$ cat config.mk
export PLATFORM = sky130hd
export DESIGN_NAME = ltssm_tx_sequencer
export DESIGN_NICKNAME = d
export VERILOG_FILES = /design/src/rtl/ltssm_pkg.sv /design/src/rtl/ltssm_state_timer.sv /design/src/rtl/ltssm_tx_sequencer.sv
export SDC_FILE = /design/constraint.sdc
export NUM_CORES = 1
export LEC_CHECK = 0
export BUFFER_PORTS_ARGS = -buffer_cell sky130_fd_sc_hd__buf_2
export CAP_MARGIN = 10
export CORE_MARGIN = 10
export CORE_UTILIZATION = 25
export DETAILED_ROUTE_END_ITERATION = 6
export PLACE_DENSITY_LB_ADDON = 0.1
export SLEW_MARGIN = 20
export SYNTH_ARGS = -nofsm -noshare
export SYNTH_HDL_FRONTEND = slang
export SYNTH_SLANG_ARGS = --single-unit
$ cat constraint.sdc
create_clock -name pclk -period 2.46 [get_ports pclk]
set_input_delay 0.369 -clock pclk [delete_from_list [all_inputs] [get_ports pclk]]
set_output_delay 0.369 -clock pclk [all_outputs]
set_load 0.01 [all_outputs]
$ cat src/rtl/ltssm_pkg.sv
// Shared LTSSM definitions: 4-bit state codes, control FSM encoding and the
// successor-legality table used by the TX/RX sequencers.
package ltssm_pkg;

    localparam logic [3:0] ST_DETECT_QUIET   = 4'h0;
    localparam logic [3:0] ST_DETECT_ACTIVE  = 4'h1;
    localparam logic [3:0] ST_POLLING_ACTIVE = 4'h2;
    localparam logic [3:0] ST_POLLING_CONFIG = 4'h3;
    localparam logic [3:0] ST_CFG_LW_START   = 4'h4;
    localparam logic [3:0] ST_CFG_LW_ACCEPT  = 4'h5;
    localparam logic [3:0] ST_CFG_LN_WAIT    = 4'h6;
    localparam logic [3:0] ST_CFG_LN_ACTIVE  = 4'h7;
    localparam logic [3:0] ST_CFG_COMPLETE   = 4'h8;
    localparam logic [3:0] ST_CFG_IDLE       = 4'h9;
    localparam logic [3:0] ST_L0             = 4'hA;
    localparam logic [3:0] ST_IDLE           = 4'hF;

    // The issue step happens on the edge that leaves GAP, so it needs no state of its own.
    typedef enum logic [1:0] {
        CTRL_PARK = 2'd0,
        CTRL_GAP  = 2'd1,
        CTRL_WAIT = 2'd2
    } ctrlState_t;

    function automatic logic isLegalExit(input logic [3:0] cur, input logic [3:0] nxt);
        logic ok;
        ok = 1'b0;
        case (cur)
            ST_DETECT_QUIET:   ok = (nxt == ST_DETECT_ACTIVE);
            ST_DETECT_ACTIVE:  ok = (nxt inside {ST_DETECT_QUIET, ST_POLLING_ACTIVE});
            ST_POLLING_ACTIVE: ok = (nxt inside {ST_POLLING_CONFIG, ST_DETECT_QUIET});
            ST_POLLING_CONFIG: ok = (nxt inside {ST_CFG_LW_START, ST_DETECT_QUIET});
            ST_CFG_LW_START:   ok = (nxt inside {ST_CFG_LW_ACCEPT, ST_DETECT_QUIET});
            ST_CFG_LW_ACCEPT:  ok = (nxt inside {ST_CFG_LN_WAIT, ST_CFG_LN_ACTIVE, ST_DETECT_QUIET});
            ST_CFG_LN_WAIT:    ok = (nxt == ST_CFG_LN_ACTIVE);
            ST_CFG_LN_ACTIVE:  ok = (nxt == ST_CFG_COMPLETE);
            ST_CFG_COMPLETE:   ok = (nxt == ST_CFG_IDLE);
            ST_CFG_IDLE:       ok = (nxt inside {ST_L0, ST_DETECT_QUIET});
            ST_L0:             ok = (nxt == ST_DETECT_QUIET);
            default:           ok = 1'b0;
        endcase
        return ok;
    endfunction

endpackage

$ cat src/rtl/ltssm_state_timer.sv
// Saturating dwell-time counter for the current LTSSM state with expiry strobes
// for DetectQuiet and for the other timed (non-L0) training states.
module ltssm_state_timer
    import ltssm_pkg::*;
#(
    parameter int TIMEOUT_QUIET = 1200,
    parameter int TIMEOUT_STATE = 2400
) (
    input  logic       pclk,
    input  logic       reset_n,
    input  logic       clear,
    input  logic [3:0] stateSel,
    output logic       quietExpire,
    output logic       stateExpire
);

    localparam int TIMER_MAX = (TIMEOUT_QUIET > TIMEOUT_STATE) ? TIMEOUT_QUIET : TIMEOUT_STATE;
    localparam int TIMER_W   = $clog2(TIMER_MAX + 1);
    localparam logic [TIMER_W-1:0] QUIET_LAST = TIMER_W'(TIMEOUT_QUIET - 1);
    localparam logic [TIMER_W-1:0] STATE_LAST = TIMER_W'(TIMEOUT_STATE - 1);

    logic [TIMER_W-1:0] timerCount;

    always_ff @(posedge pclk or negedge reset_n) begin
        if (!reset_n) begin
            timerCount <= '0;
        end else if (clear) begin
            timerCount <= '0;
        end else if (timerCount != '1) begin
            timerCount <= timerCount + 1'b1;
        end
    end

    assign quietExpire = (stateSel == ST_DETECT_QUIET) && (timerCount == QUIET_LAST);
    assign stateExpire = (stateSel >= ST_DETECT_ACTIVE) && (stateSel <= ST_CFG_IDLE)
                         && (timerCount == STATE_LAST);

endmodule

$ cat src/rtl/ltssm_tx_sequencer.sv
// LTSSM sequencer: issues state commands to PHY TX/RX, joins their finish
// handshakes, validates requested exits and applies per-state timeouts.
module ltssm_tx_sequencer
    import ltssm_pkg::*;
#(
    parameter int          TIMEOUT_QUIET = 1200,
    parameter int          TIMEOUT_STATE = 2400,
    parameter logic [15:0] RX_JOIN_MASK  = 16'h07FC
) (
    input  logic       pclk,
    input  logic       reset_n,
    input  logic       enable,
    input  logic       force_detect,
    input  logic       TXFinishFlag,
    input  logic [3:0] TXExitTo,
    input  logic       RXFinishFlag,
    input  logic [3:0] RXExitTo,
    output logic [3:0] SetTXState,
    output logic [3:0] SetRXState,
    output logic [3:0] ltssm_state,
    output logic       link_up,
    output logic       timeout_err,
    output logic       illegal_err
);

    ctrlState_t ctrlState;
    logic [3:0] stateReg;
    logic [3:0] targetReg;
    logic [3:0] txExitReg;
    logic [3:0] rxExitReg;
    logic       txSticky;
    logic       rxSticky;
    logic       linkUpReg;
    logic       timeoutErrReg;
    logic       illegalErrReg;

    logic       timerClear;
    logic       quietExpire;
    logic       stateExpire;
    logic       rxNeeded;
    logic       txDone;
    logic       rxDone;
    logic [3:0] txExitNow;
    logic [3:0] rxExitNow;
    logic       joinFire;
    logic       joinLegal;

    assign timerClear = (ctrlState != CTRL_WAIT);

    ltssm_state_timer #(
        .TIMEOUT_QUIET(TIMEOUT_QUIET),
        .TIMEOUT_STATE(TIMEOUT_STATE)
    ) uStateTimer (
        .pclk        (pclk),
        .reset_n     (reset_n),
        .clear       (timerClear),
        .stateSel    (stateReg),
        .quietExpire (quietExpire),
        .stateExpire (stateExpire)
    );

    // A finish arriving this cycle completes the join without waiting for its sticky bit.
    always_comb begin
        rxNeeded  = RX_JOIN_MASK[stateReg];
        txDone    = txSticky | TXFinishFlag;
        rxDone    = rxSticky | RXFinishFlag | ~rxNeeded;
        txExitNow = txSticky ? txExitReg : TXExitTo;
        rxExitNow = rxSticky ? rxExitReg : RXExitTo;
        joinFire  = (ctrlState == CTRL_WAIT) && txDone && rxDone;
        joinLegal = isLegalExit(stateReg, txExitNow) && (!rxNeeded || (rxExitNow == txExitNow));
    end

    always_ff @(posedge pclk or negedge reset_n) begin
        if (!reset_n) begin
            ctrlState     <= CTRL_PARK;
            stateReg      <= ST_IDLE;
            targetReg     <= ST_DETECT_QUIET;
            txExitReg     <= 4'h0;
            rxExitReg     <= 4'h0;
            txSticky      <= 1'b0;
            rxSticky      <= 1'b0;
            linkUpReg     <= 1'b0;
            timeoutErrReg <= 1'b0;
            illegalErrReg <= 1'b0;
        end else begin
            timeoutErrReg <= 1'b0;
            illegalErrReg <= 1'b0;
            if (!enable) begin
                ctrlState <= CTRL_PARK;
                stateReg  <= ST_IDLE;
                linkUpReg <= 1'b0;
                txSticky  <= 1'b0;
                rxSticky  <= 1'b0;
            end else begin
                case (ctrlState)
                    CTRL_PARK: begin
                        ctrlState <= CTRL_GAP;
                        targetReg <= ST_DETECT_QUIET;
                    end
                    CTRL_GAP: begin
                        if (force_detect) begin
                            targetReg <= ST_DETECT_QUIET;
                        end else begin
                            ctrlState <= CTRL_WAIT;
                            stateReg  <= targetReg;
                            linkUpReg <= (targetReg == ST_L0);
                            txSticky  <= 1'b0;
                            rxSticky  <= 1'b0;
                        end
                    end
                    CTRL_WAIT: begin
                        if (force_detect || joinFire || quietExpire || stateExpire) begin
                            ctrlState <= CTRL_GAP;
                            stateReg  <= ST_IDLE;
                            linkUpReg <= 1'b0;
                            if (force_detect) begin
                                targetReg <= ST_DETECT_QUIET;
                            end else if (joinFire) begin
                                targetReg     <= joinLegal ? txExitNow : ST_DETECT_QUIET;
                                illegalErrReg <= ~joinLegal;
                            end else if (quietExpire) begin
                                targetReg <= ST_DETECT_ACTIVE;
                            end else begin
                                targetReg     <= ST_DETECT_QUIET;
                                timeoutErrReg <= 1'b1;
                            end
                        end else begin
                            if (TXFinishFlag && !txSticky) begin
                                txSticky  <= 1'b1;
                                txExitReg <= TXExitTo;
                            end
                            if (RXFinishFlag && !rxSticky) begin
                                rxSticky  <= 1'b1;
                                rxExitReg <= RXExitTo;
                            end
                        end
                    end
                    default: begin
                        ctrlState <= CTRL_PARK;
                        stateReg  <= ST_IDLE;
                        linkUpReg <= 1'b0;
                    end
                endcase
            end
        end
    end

    assign SetTXState  = stateReg;
    assign SetRXState  = stateReg;
    assign ltssm_state = stateReg;
    assign link_up     = linkUpReg;
    assign timeout_err = timeoutErrReg;
    assign illegal_err = illegalErrReg;

endmodule
==> PnR_summary.wiki, run 1 <==
{| class="wikitable"
! Metric !! Value
|-
| Clock network latency to the later pin of the worst-skew pair || 0.28 ns
|-
| Flip-flop cell with the highest count after synthesis || sky130_fd_sc_hd__dfrtp_1
|-
| Sequential cell area || 880.8 µm²
|-
| Startpoint of the lowest-slack register-to-register path || SetRXState[2]
|-
| Number of sinks on the clock net || 35
|-
| Cell-by-cell trace of the critical path || nor3_1, a2111oi_2, nor2_1, or3_4, nor4_4, mux2_2
|-
| Vias per inst || ~5
|-
| Summed instance area of the synthesized netlist || roughly 2200 µm²
|-
| Post-synth EDFFs || 0
|-
| Adder-Cell Fraction of Synth Area || 0.5750%
|-
| Worst setup skew after layout || 0.008952 ns
|-
| Detailed-route wire length per cell || 15.39 µm
|-
| Worst IR Drop VDD || around 200 µV
|-
| Largest net degree at the start of global routing || 36
|-
| IO buf count || 28
|-
| Warnings, synthesis || 0
|-
| Share of the synthesized area in compound gates (AO/OA/AOI/OAI) || 13.86%
|-
| Number of library cell types mapped by synthesis || between 50 and 60
|-
| FF-to-FF setup slack || 0.17 ns
|-
| Synth Instances || 222
|-
| Aggregate global routing overflow || 0
|-
| Final Max Slew Viols || 0
|-
| Setup repair after global routing missed its margin || no
|-
| Overall track demand over capacity in global routing || 8.806%
|-
| Worst reg2reg path depth || 6
|-
| Nature of the critical path endpoint || flip-flop
|-
| Flip-flop and latch count after synthesis || 35
|-
| Category of the worst setup path launch point || flip-flop
|-
| Combinational family with the most area after synthesis || simple AND/OR/NAND/NOR gates
|-
| Number of DRC violations after detailed routing || 0
|-
| Ratio of cells with drive above 1 in the final layout || 28.02%
|-
| Final hold violation count || 0
|-
| Fraction of post-synthesis cell area in the top cell type by area || 35.65%
|-
| Achievable frequency || 436.2 MHz
|-
| Routed via count || approximately 1,800
|-
| Clk pin slew, worst setup/hold paths || 0.07 ns
|-
| Max Cap Viol || 0
|-
| Multiplexer area fraction after synthesis || 9.201%
|-
| Shortest period the worst path allows || 2.292 ns
|-
| Num CTS Buffers || 5
|-
| Setup_tns || 0 ns
|-
| Worst Tran Pin Value || 0.8108 ns
|-
| Core Rows || 33
|-
| Number of instances in the placed design || 354
|-
| Pwr/cell area || 527.9 nW/µm²
|-
| Number of endpoints failing setup at the final stage || 0
|-
| CP required || roughly 2.6 ns
|-
| Horizontal die dimension || 113.3 µm
|-
| Number of top-level pins || 29
|-
| Final standard cell count with taps included and fillers excluded || 362
|-
| Max transition margin || 45.95%
|-
| Critical path data arrival time || 2.46 ns
|-
| First-pass GRT wire length || 9287 µm
|-
| Post-layout net count || 271
|-
| Category of the critical setup timing path || flip-flop to flip-flop
|-
| Cts hold-fix bufs || 0
|-
| Number of global-route vias before repair || 1,783
|-
| Crit path launch || SetRXState[2]
|-
| Final wirelength || 5570 µm
|-
| Number of nets produced by synthesis || 237
|-
| Detailed router's first-iteration violation count || 58
|-
| Average cell area after synthesis || slightly below 10 µm²
|-
| Area contributors post-synth || sky130_fd_sc_hd__dfrtp_1 (36%), sky130_fd_sc_hd__mux2i_1 (5.1%), sky130_fd_sc_hd__dfstp_2 (4.8%), sky130_fd_sc_hd__mux2_2 (4.1%), sky130_fd_sc_hd__nor2_1 (3.1%)
|-
| TritonCTS clock tree || yes
|-
| Final RePlAce weighted congestion || 0.7432
|-
| CTS HTree Levels || 2
|-
| Chip height || 113.3 µm
|-
| Leakage power of the design || 1.035 nW
|-
| Total design power || ~1.4 mW
|-
| Full die area || 12,830 µm²
|-
| Sequential area share after synthesis || 40.48%
|-
| Proportion of synthesized flip-flops having asynchronous set or reset || 100.0%
|-
| Post-synthesis share of cell area spent on and, or, nand and nor gates || around a quarter
|-
| XOR/XNOR Fraction of Synth Area || 4.830%
|-
| Initial core utilization || between 20% and 30%
|-
| Estimated wirelength of the detail-placed design || around 4400 µm
|-
| Maximum number of buffers from clock root to sink || 2
|-
| DP Area || approximately 2500 µm²
|-
| Total non-filler cell area in the finished layout || 2574 µm²
|-
| Delay of the slowest critical-path stage || 0.58 ns
|-
| Share of the clock period used by the worst path || between 90 and 100%
|-
| Antenna fix cells || 0
|-
| Layout-stage area growth over the synthesis result || 18.29%
|-
| Result of the run || finished, final reports clean
|-
| Top fanout value on the critical path || 4
|-
| Cell type of the slowest stage on the worst timing path || sky130_fd_sc_hd__dfstp_2
|-
| ANT nets after route || 0
|-
| Layout fillers || roughly 920
|-
| Worst hold path class || input pin to asynchronous set/reset pin
|-
| Multi-input logic area || 1190 µm²
|-
| Critical register-to-register path endpoint || txExitReg[3]
|-
| Iteration count of the initial detailed-routing pass || 4
|-
| Root buf cell || sky130_fd_sc_hd__clkbuf_8
|-
| Core area || 8341 µm²
|-
| Number of antenna violations at the first check in global routing || 0
|-
| Cell accounting for the most synthesized area || sky130_fd_sc_hd__dfrtp_1
|}
## critical path, delay by kind of cell (launching register included)
family,cells,cell delay [ns]
DFF,1,0.58
AOI/OAI and AO/OA,1,0.33
muxes,1,0.38
and+or+nand+nor,4,0.88
## through the flow
step	hold WS, ns	util (%)	setup slack (ns)
floorplan	0.07341	-	0.1824
global placement	0.4919	29.58	0.1618
detailed placement	0.4958	29.58	0.1836
CTS	0.2015	30.78	0.1737
global route	0.2375	30.86	0.03850
finish	0.1801	30.86	0.1675
## kinds of logic after synthesis
kind of cell | count (synthesis)
DFF | 35
buffers and inverters | 21
muxes | 19
AOI/OAI and AO/OA | 43
and+or+nand+nor | 91
adders and majority gates | 1
xor gates and xnor gates | 12
## worst max-delay path by stage
stage	to	slack (ns)
global route	txExitReg[3]	0.04
CTS	txExitReg[3]	0.17
global placement	illegal_err	0.16
finish	txExitReg[3]	0.17
detailed placement	txExitReg[3]	0.18
floorplan	rxExitReg[0]	0.18
## cell type report
type | instances | area share (%)
Timing Repair Buffer | 43 | 9.820
Tap cell | 105 | 5.105
Clock buffer | 8 | 3.889
Multi-Input combinational cell | 166 | 46.23
Sequential cell | 35 | 34.22
Inverter | 5 | 0.7292
## cell usage after synthesis, types with 6 or more instances
master                     instances
sky130_fd_sc_hd__dfrtp_1          31
sky130_fd_sc_hd__nor2_1           18
sky130_fd_sc_hd__mux2i_1          11
sky130_fd_sc_hd__nand3_1          11
sky130_fd_sc_hd__o21ai_0          11
sky130_fd_sc_hd__buf_4             8
sky130_fd_sc_hd__mux2_2            8
sky130_fd_sc_hd__nand2_1           8
sky130_fd_sc_hd__nand2b_1          8
sky130_fd_sc_hd__nor3_1            7
sky130_fd_sc_hd__a21oi_1           6
sky130_fd_sc_hd__xnor2_1           6
sky130_fd_sc_hd__xor2_1            6
## repair_timing
item                       in CTS  in global routing
setup endpoints to repair       0                  1
buffers inserted                0                  0
gates resized for setup         0                  1
## power breakdown
group          internal [mW]  switching, mW  total [mW]
registers              0.620         0.0386       0.658
clock network          0.255          0.197       0.453
logic                  0.113          0.135       0.248
## flip-flops by register name, indices dropped and copies added (netlist names), 2 cells and up
signal	count
uStateTimer.timerCount	12
SetRXState	4
rxExitReg	4
targetReg	4
txExitReg	4
ctrlState	2
## cells in the final DEF, fill, tap and decap left out, drive strengths merged, types with 4 or more instances in the layout
cell type and count:
o22a 4, nand2b 8, and2 5, o21ai 11
xnor2 6, inv 5, nand2 8, nor3 7
clkbuf 8, nand3 11, a31oi 4, mux2 8
nor2 18, dfrtp 31, buf 43, mux2i 11
xor2 6, dfstp 4, a21oi 6
## per-layer routing
layer / vias up / routed length [µm] / track usage [%] / share of wire, %
met2: 34 / 2280 / 12.21 / 41
li1: 886 / - / - / -
met4: 0 / 69 / 3.046 / 1.2
met3: 5 / 327 / 2.800 / 5.9
met5: - / 0 / 0 / 0
met1: 854 / 2893 / 12.38 / 52
No activity file was read; power rests on OpenSTA's default activity.
==> run 2: changes to the inputs <==
--- a/config.mk
+++ b/config.mk
@@ -11,6 +11,7 @@
 export CORE_UTILIZATION = 25
 export DETAILED_ROUTE_END_ITERATION = 6
 export PLACE_DENSITY_LB_ADDON = 0.1
+export REMOVE_ABC_BUFFERS = 1
 export SLEW_MARGIN = 20
 export SYNTH_ARGS = -nofsm -noshare
 export SYNTH_HDL_FRONTEND = slang
==> run 2 against run 1 <==
  * Final area grew 1.3%
  * Total power shrank 1.6%
  * Final cell count is 0.83% higher
  * Count of clock-buffer cells in the layout shrank 2
  * Hold slack gained 0.0038 ns
  * Flip-flop and latch count unchanged
  * Clock power down 6.8%
  * Fmax fell by 3.1%
  * Critical endpoint is now rxExitReg[1]
  * Largest power group unchanged
  * Highest routed layer unchanged
==> PnR_summary.wiki, run 2 (same netlist as run 1, synthesis figures left out) <==
{| class="wikitable"
! Metric !! Value
|-
| Detailed-route wire length per cell || 15.82 µm (was 15.39 µm)
|-
| Largest net degree at the start of global routing || 36 (unchanged)
|-
| Achievable frequency || 422.7 MHz (was 436.2 MHz)
|-
| Final wirelength || 5775 µm (was 5570 µm)
|-
| Core area || 8341 µm² (unchanged)
|-
| Shortest period the worst path allows || 2.366 ns (was 2.292 ns)
|-
| Clock network latency to the later pin of the worst-skew pair || 0.28 ns (about the same)
|-
| Minimum setup slack in the final design || 0.09405 ns (was 0.1675 ns)
|-
| Share of the clock period used by the worst path || 96.18% (was 93.19%)
|-
| Number of sinks on the clock net || 35 (unchanged)
|-
| DP Area || 2475 µm² (was 2467 µm²)
|-
| Result of the run || finished, final reports clean (unchanged)
|-
| Minimum setup slack after placement || 0.04189 ns (was 0.1836 ns)
|-
| Critical register-to-register path endpoint || rxExitReg[1] (was txExitReg[3])
|-
| Maximum number of buffers from clock root to sink || 2 (unchanged)
|-
| Nature of the critical path endpoint || flip-flop (unchanged)
|-
| CTS HTree Levels || 2 (unchanged)
|-
| Category of the worst setup path launch point || flip-flop (unchanged)
|-
| Full die area || 12,830 µm² (unchanged)
|-
| Antenna fix cells || 0 (unchanged)
|-
| Worst hold path class || input pin to asynchronous set/reset pin (unchanged)
|-
| Total design power || 1.337 mW (was 1.359 mW)
|-
| Most common cell after layout, fill and taps aside || sky130_fd_sc_hd__dfrtp_1 (unchanged)
|-
| Number of endpoints failing setup at the final stage || 0 (unchanged)
|-
| Number of antenna violations at the first check in global routing || 0 (unchanged)
|-
| Number of global-route vias before repair || 1,820 (was 1,783)
|-
| Cell-by-cell trace of the critical path || nor3_1, a2111oi_2, nor2_1, or3_4, nor4_4, buf_4, mux2_2 (was nor3_1, a2111oi_2, nor2_1, or3_4, nor4_4, mux2_2)
|-
| Leakage power of the design || 1.056 nW (was 1.035 nW)
|-
| Vias per inst || 4.910 (was 4.914)
|-
| ANT nets after route || 0 (unchanged)
|-
| Commonest cells after routing, fill and taps aside || sky130_fd_sc_hd__dfrtp_1 (31), sky130_fd_sc_hd__buf_2 (28), sky130_fd_sc_hd__buf_4 (19) (was sky130_fd_sc_hd__dfrtp_1 (31), sky130_fd_sc_hd__buf_2 (28), sky130_fd_sc_hd__nor2_1 (18))
|-
| Cell type of the slowest stage on the worst timing path || sky130_fd_sc_hd__dfstp_2 (unchanged)
|-
| Kind of cell adding the most delay to the critical path || simple AND/OR/NAND/NOR gates (unchanged)
|-
| FF-to-FF setup slack || 0.09 ns (was 0.17 ns)
|-
| Total non-filler cell area in the finished layout || 2606 µm² (was 2574 µm²)
|-
| CP required || 2.63 ns (about the same)
|-
| Flip-flop count of the largest register after layout || 12 (unchanged)
|-
| Initial core utilization || 26.09% (unchanged)
|-
| Layout-stage area growth over the synthesis result || 19.78% (was 18.29%)
|-
| Met3 Track Usage GR || 2.641% (was 2.800%)
|-
| Final Max Slew Viols || 0 (unchanged)
|-
| Post-route core utilization || 31.25% (was 30.86%)
|-
| Global routing usage on met2 || 13.40% (was 12.21%)
|-
| Category of the critical setup timing path || flip-flop to flip-flop (unchanged)
|-
| Core Rows || 33 (unchanged)
|-
| Global Route met1 Usage || 12.16% (was 12.38%)
|-
| Final RePlAce weighted congestion || 0.7575 (was 0.7432)
|-
| Routing layer with the top usage in global route || met2 (was met1)
|-
| Number of DRC violations after detailed routing || 0 (unchanged)
|-
| Horizontal die dimension || 113.3 µm (unchanged)
|-
| Estimated wirelength of the detail-placed design || 4384 µm (was 4372 µm)
|-
| Worst hold margin || 0.1839 ns (was 0.1801 ns)
|-
| Chip height || 113.3 µm (unchanged)
|-
| Delay of the slowest critical-path stage || 0.61 ns (was 0.58 ns)
|-
| Overall track demand over capacity in global routing || 8.978% (was 8.806%)
|-
| Max Cap Viol || 0 (unchanged)
|-
| Worst IR Drop VDD || 169.6 µV (was 200.4 µV)
|-
| Routed via count || 1,792 (was 1,779)
|-
| Post-layout net count || 275 (was 271)
|-
| Number of top-level pins || 29 (unchanged)
|-
| TritonCTS clock tree || yes (unchanged)
|-
| Clk pin slew, worst setup/hold paths || 0.07 ns (about the same)
|-
| Detailed router's first-iteration violation count || 87 (was 58)
|-
| First-pass GRT wire length || 9480 µm (was 9287 µm)
|-
| Ratio of cells with drive above 1 in the final layout || 29.62% (was 28.02%)
|-
| Max transition margin || 44.57% (was 45.95%)
|-
| Aggregate global routing overflow || 0 (unchanged)
|-
| Worst Tran Pin Value || 0.8315 ns (was 0.8108 ns)
|-
| Critical path data arrival time || 2.54 ns (was 2.46 ns)
|-
| Startpoint of the lowest-slack register-to-register path || SetRXState[1] (was SetRXState[2])
|-
| Iteration count of the initial detailed-routing pass || 4 (unchanged)
|-
| Worst path buffer plus inverter count || 1 (was 0)
|-
| Reg with most FFs || uStateTimer.timerCount (unchanged)
|-
| Final hold violation count || 0 (unchanged)
|-
| Worst setup skew after layout || 0.008046 ns (was 0.008952 ns)
|-
| IO buf count || 28 (unchanged)
|-
| Root buf cell || sky130_fd_sc_hd__clkbuf_8 (unchanged)
|-
| Num CTS Buffers || 5 (unchanged)
|-
| Cts hold-fix bufs || 0 (unchanged)
|-
| Top fanout value on the critical path || 7 (was 4)
|-
| Worst reg2reg path depth || 7 (was 6)
|-
| Pwr/cell area || 512.9 nW/µm² (was 527.9 nW/µm²)
|}
run 2: cell types whose count changed in the layout (fill, tap and decap cells not counted), sizes merged:
cell,change
buf,+4
clkbuf,-2
clkinv,+1
run 2: worst max-delay path by stage:
stage	start	end	slack, ns	depth (start not counted)
final	SetRXState[1]	rxExitReg[1]	0.09	7
after global routing	uStateTimer.timerCount[0]	rxExitReg[3]	-0.01	8
after CTS	SetRXState[0]	txExitReg[1]	0.04	6
after detailed placement	SetRXState[0]	txExitReg[1]	0.04	6
after global placement	SetRXState[0]	rxExitReg[0]	0.09	6
after floorplan	SetRXState[1]	rxExitReg[0]	0.02	6
run 2: layout make-up:
cell class,instances,area [µm²]
clock buffer,6,82.58
clock inverter,1,5.005
fill,897,5734
inverter,5,18.77
multi-input combinational,166,1205
sequential,35,880.8
tap,105,131.4
timing repair buffer,47,282.8
run 2: where the power goes:
| group | internal (mW) | switching (mW) | total (mW) | leakage [nW] |
|---|---|---|---|---|
| Sequential | 0.620 | 0.0453 | 0.665 | 0.467 |
| Combinational | 0.120 | 0.130 | 0.250 | 0.542 |
| Clock | 0.220 | 0.202 | 0.422 | 0.0470 |
run 2: timing repair:
| item | CTS | global route |
|---|---|---|
| setup buffers | 0 | 3 |
| endpoints found under the setup margin | 0 | 8 |
| resized for setup | 0 | 4 |
run 2: routing by layer:
layer,routed length [µm],vias up
li1,-,888
met1,2943,868
met2,2484,29
met3,260,7
met4,86,0
met5,0,-
run 2: metrics by stage:
step	cells	setup TNS (ns)
global route	365	-0.02842
global placement	355	0
detailed placement	355	0
floorplan	206	0
CTS	362	0
finish	365	0
==> run 3: changes to the inputs <==
--- a/config.mk
+++ b/config.mk
@@ -15,4 +15,5 @@
 export SLEW_MARGIN = 20
 export SYNTH_ARGS = -nofsm -noshare
 export SYNTH_HDL_FRONTEND = slang
+export SYNTH_HIERARCHICAL = 1
 export SYNTH_SLANG_ARGS = --single-unit
==> run 3 against run 2 <==
  * Fmax increased by 1.7%
  * Clock power is 11% higher
  * Clock skew shrank 0.0022 ns
  * Area after synthesis up 8.1%
  * Final area grew 8.9%
  * Synthesized cell count rose by 7.2%
  * Final cell count grew 7.7%
  * Count of clock-buffer cells in the layout up 2
  * Global-route usage up 0.39 points
  * Total power rose by 2.2%
  * Combinational power down 4%
  * Critical path type unchanged
==> PnR_summary.wiki, run 3 <==
{| class="wikitable"
! Metric !! Value
|-
| Cell-by-cell trace of the critical path || buf_6, o21ai_0, and4b_2, nor2_1, nand3_1, o211ai_1, buf_4, mux2i_1, o31ai_1 (was nor3_1, a2111oi_2, nor2_1, or3_4, nor4_4, buf_4, mux2_2)
|-
| Warnings, synthesis || 6 (was 0)
|-
| Synth cell count leaders || sky130_fd_sc_hd__dfrtp_1 (31), sky130_fd_sc_hd__nor2_1 (23), sky130_fd_sc_hd__mux2i_1 (15), sky130_fd_sc_hd__mux2_2 (12), sky130_fd_sc_hd__o21ai_0 (12) (was sky130_fd_sc_hd__dfrtp_1 (31), sky130_fd_sc_hd__nor2_1 (18), sky130_fd_sc_hd__mux2i_1 (11), sky130_fd_sc_hd__nand3_1 (11), sky130_fd_sc_hd__o21ai_0 (11))
|-
| TritonCTS clock tree || yes (unchanged)
|-
| Pwr/cell area || 481.2 nW/µm² (was 512.9 nW/µm²)
|-
| Cell accounting for the most synthesized area || sky130_fd_sc_hd__dfrtp_1 (unchanged)
|-
| Category of the critical setup timing path || flip-flop to flip-flop (unchanged)
|-
| Final wirelength || 6196 µm (was 5775 µm)
|-
| Delay of the slowest critical-path stage || 0.61 ns (about the same)
|-
| Internal power || 0.9819 mW (was 0.9592 mW)
|-
| Routed via count || 1,900 (was 1,792)
|-
| Max Cap Viol || 0 (unchanged)
|-
| Flip-flop and latch count after synthesis || 35 (unchanged)
|-
| Register share of total power || 47.9% (was 49.8%)
|-
| Final RePlAce weighted congestion || 0.8124 (was 0.7575)
|-
| Total design power || 1.366 mW (was 1.337 mW)
|-
| Number of global-route vias before repair || 1,959 (was 1,820)
|-
| Kind of cell adding the most delay to the critical path || flip-flops (was simple AND/OR/NAND/NOR gates)
|-
| Worst hold path class || input pin to asynchronous set/reset pin (unchanged)
|-
| Sequential area share after synthesis || 37.47% (was 40.48%)
|-
| Num CTS Buffers || 5 (unchanged)
|-
| Number of sinks on the clock net || 35 (unchanged)
|-
| Core area || 9196 µm² (was 8341 µm²)
|-
| Overall track demand over capacity in global routing || 9.364% (was 8.978%)
|-
| Commonest cells after routing, fill and taps aside || sky130_fd_sc_hd__dfrtp_1 (30), sky130_fd_sc_hd__buf_2 (29), sky130_fd_sc_hd__nor2_1 (23) (was sky130_fd_sc_hd__dfrtp_1 (31), sky130_fd_sc_hd__buf_2 (28), sky130_fd_sc_hd__buf_4 (19))
|-
| First-pass GRT wire length || 10,230 µm (was 9480 µm)
|-
| Number of library cell types mapped by synthesis || 59 (was 57)
|-
| Leakage power of the design || 1.184 nW (was 1.056 nW)
|-
| Reg with most FFs || uStateTimer/timerCount (was uStateTimer.timerCount)
|-
| Critical register-to-register path endpoint || targetReg[0] (was rxExitReg[1])
|-
| Flip-flop cell with the highest count after synthesis || sky130_fd_sc_hd__dfrtp_1 (unchanged)
|-
| Synth Instances || 238 (was 222)
|-
| Aggregate global routing overflow || 0 (unchanged)
|-
| Cts hold-fix bufs || 0 (unchanged)
|-
| Initial core utilization || 25.56% (was 26.09%)
|-
| Achievable frequency || 429.9 MHz (was 422.7 MHz)
|-
| Core Rows || 35 (was 33)
|-
| Post-layout net count || 297 (was 275)
|-
| Full die area || 13,680 µm² (was 12,830 µm²)
|-
| Area contributors post-synth || sky130_fd_sc_hd__dfrtp_1 (33%), sky130_fd_sc_hd__mux2i_1 (6.4%), sky130_fd_sc_hd__mux2_2 (5.7%), sky130_fd_sc_hd__dfstp_2 (4.5%), sky130_fd_sc_hd__nor2_1 (3.7%) (was sky130_fd_sc_hd__dfrtp_1 (36%), sky130_fd_sc_hd__mux2i_1 (5.1%), sky130_fd_sc_hd__dfstp_2 (4.8%), sky130_fd_sc_hd__mux2_2 (4.1%), sky130_fd_sc_hd__nor2_1 (3.1%))
|-
| Clock network latency to the later pin of the worst-skew pair || 0.29 ns (was 0.28 ns)
|-
| Share of the clock period used by the worst path || 94.55% (was 96.18%)
|-
| Post-synth EDFFs || 0 (unchanged)
|-
| Average cell area after synthesis || 9.878 µm² (was 9.801 µm²)
|-
| Final Max Slew Viols || 0 (unchanged)
|-
| CP required || 2.62 ns (was 2.63 ns)
|-
| Worst Tran Pin Value || 0.8142 ns (was 0.8315 ns)
|-
| Category of the worst setup path launch point || flip-flop (unchanged)
|-
| Maximum number of buffers from clock root to sink || 2 (unchanged)
|-
| Antenna fix cells || 0 (unchanged)
|-
| Horizontal die dimension || 117.0 µm (was 113.3 µm)
|-
| ANT nets after route || 0 (unchanged)
|-
| Chip height || 117.0 µm (was 113.3 µm)
|-
| Summed instance area of the synthesized netlist || 2351 µm² (was 2176 µm²)
|-
| Startpoint of the lowest-slack register-to-register path || SetRXState[2] (was SetRXState[1])
|-
| Worst setup skew after layout || 0.005857 ns (was 0.008046 ns)
|-
| Fraction of post-synthesis cell area in the top cell type by area || 33.00% (was 35.65%)
|-
| Switching Fraction || 28.12% (was 28.25%)
|-
| Iteration count of the initial detailed-routing pass || 6 (was 4)
|-
| Clk pin slew, worst setup/hold paths || 0.07 ns (about the same)
|-
| Combinational fraction of design power || 17.7% (was 18.7%)
|-
| Number of antenna violations at the first check in global routing || 0 (unchanged)
|-
| Worst reg2reg path depth || 9 (was 7)
|-
| Number of endpoints failing setup at the final stage || 0 (unchanged)
|-
| IO buf count || 28 (unchanged)
|-
| Detailed-route wire length per cell || 15.77 µm (was 15.82 µm)
|-
| Largest net degree at the start of global routing || 36 (unchanged)
|-
| Worst hold margin || 0.1729 ns (was 0.1839 ns)
|-
| Top fanout value on the critical path || 8 (was 7)
|-
| Final hold violation count || 0 (unchanged)
|-
| Number of top-level pins || 29 (unchanged)
|-
| Critical path data arrival time || 2.48 ns (was 2.54 ns)
|-
| Shortest period the worst path allows || 2.326 ns (was 2.366 ns)
|-
| Proportion of synthesized flip-flops having asynchronous set or reset || 100.0% (unchanged)
|-
| Layout-stage area growth over the synthesis result || 20.76% (was 19.78%)
|-
| Estimated wirelength of the detail-placed design || 4669 µm (was 4384 µm)
|-
| Cell type of the slowest stage on the worst timing path || sky130_fd_sc_hd__dfstp_2 (unchanged)
|-
| Nature of the critical path endpoint || flip-flop (unchanged)
|-
| Result of the run || finished, final reports clean (unchanged)
|-
| Most common cell after layout, fill and taps aside || sky130_fd_sc_hd__dfrtp_1 (unchanged)
|-
| Max transition margin || 45.72% (was 44.57%)
|-
| Ratio of cells with drive above 1 in the final layout || 35.11% (was 29.62%)
|-
| Detailed router's first-iteration violation count || 51 (was 87)
|-
| Vias per inst || 4.835 (was 4.910)
|-
| Clock power frac || 34.4% (was 31.5%)
|-
| Root buf cell || sky130_fd_sc_hd__clkbuf_8 (unchanged)
|-
| Worst path buffer plus inverter count || 2 (was 1)
|-
| Number of DRC violations after detailed routing || 0 (unchanged)
|-
| Most frequent cell after synthesis || sky130_fd_sc_hd__dfrtp_1 (unchanged)
|-
| Reported net switching power || 0.3842 mW (was 0.3776 mW)
|-
| Worst IR Drop VDD || 173.8 µV (was 169.6 µV)
|-
| Flip-flop count of the largest register after layout || 12 (unchanged)
|-
| FF-to-FF setup slack || 0.13 ns (was 0.09 ns)
|-
| CTS HTree Levels || 2 (unchanged)
|}
==> run 3: cells by family after synthesis <==
logic type	count (synthesis)	synth area share (%)
AOI/OAI and AO/OA	40	12.45
adders and majority gates	2	1.064
muxes	29	13.57
and+or+nand+nor	98	26.24
xor gates and xnor gates	10	3.725
DFF	35	37.47
buffers and inverters	24	5.481
==> run 3: metal layers <==
layer	track usage, %	routed length [µm]	vias up
met5	0	0	-
met4	2.801	72	0
met3	2.396	215	6
met2	14.21	2797	26
met1	12.73	3112	907
li1	-	-	961
==> run 3: metrics by stage <==
stage / setup slack [ns] / cell area (µm²) / TNS, ns / instances / util [%]
finish: 0.1341 / 2839 / 0 / 393 / 30.87
global route: -0.03854 / 2839 / -0.03854 / 393 / 30.87
CTS: 0.04275 / 2760 / 0 / 386 / 30.01
detailed placement: 0.08757 / 2659 / 0 / 378 / 28.91
global placement: 0.1170 / 2659 / 0 / 378 / 28.91
floorplan: 0.1722 / 2252 / 0 / 222 / -
==> run 3: power by group through the flow <==
| stage | clock [mW] | sequential, mW | combinational [mW] |
|---|---|---|---|
| floorplan | 0 | 0.676 | 0.104 |
| global placement | 0 | 0.665 | 0.232 |
| detailed placement | 0 | 0.666 | 0.230 |
| CTS | 0.493 | 0.655 | 0.231 |
| global route | 0.515 | 0.663 | 0.272 |
| finish | 0.470 | 0.655 | 0.241 |
==> run 3: how the worst max path moves through the flow <==
| stage | startpoint | endpoint | cells after the start | slack (ns) |
|---|---|---|---|---|
| global route | uStateTimer/timerCount[1] | targetReg[1] | 9 | -0.04 |
| finish | SetRXState[2] | targetReg[0] | 9 | 0.13 |
| global placement | uStateTimer/timerCount[1] | targetReg[1] | 9 | 0.12 |
| floorplan | txSticky | targetReg[0] | 6 | 0.17 |
| detailed placement | txSticky | targetReg[0] | 6 | 0.09 |
| CTS | uStateTimer/timerCount[1] | targetReg[1] | 9 | 0.04 |
==> run 3: layout make-up <==
type	instances	area [µm²]
Sequential cell	35	882.1
Tap cell	111	138.9
Clock buffer	8	100.1
Timing Repair Buffer	52	321.6
Inverter	8	30.03
Multi-Input combinational cell	179	1366
Fill cell	966	6357
==> run 3: worst reg2reg max path, stage by stage (launching register included) <==
cell                       delay [ns]
sky130_fd_sc_hd__dfstp_2         0.61
sky130_fd_sc_hd__buf_6           0.16
sky130_fd_sc_hd__o21ai_0         0.10
sky130_fd_sc_hd__and4b_2         0.28
sky130_fd_sc_hd__nor2_1          0.09
sky130_fd_sc_hd__nand3_1         0.08
sky130_fd_sc_hd__o211ai_1        0.41
sky130_fd_sc_hd__buf_4           0.19
sky130_fd_sc_hd__mux2i_1         0.18
sky130_fd_sc_hd__o31ai_1         0.10
==> run 3: what timing repair did <==
item                                    in CTS  in global routing
setup buffers                                0                  7
endpoints found under the setup margin       1                  7
gates cloned                                 0                  0
gates resized for setup                      1                  7
pin swaps                                    0                  2
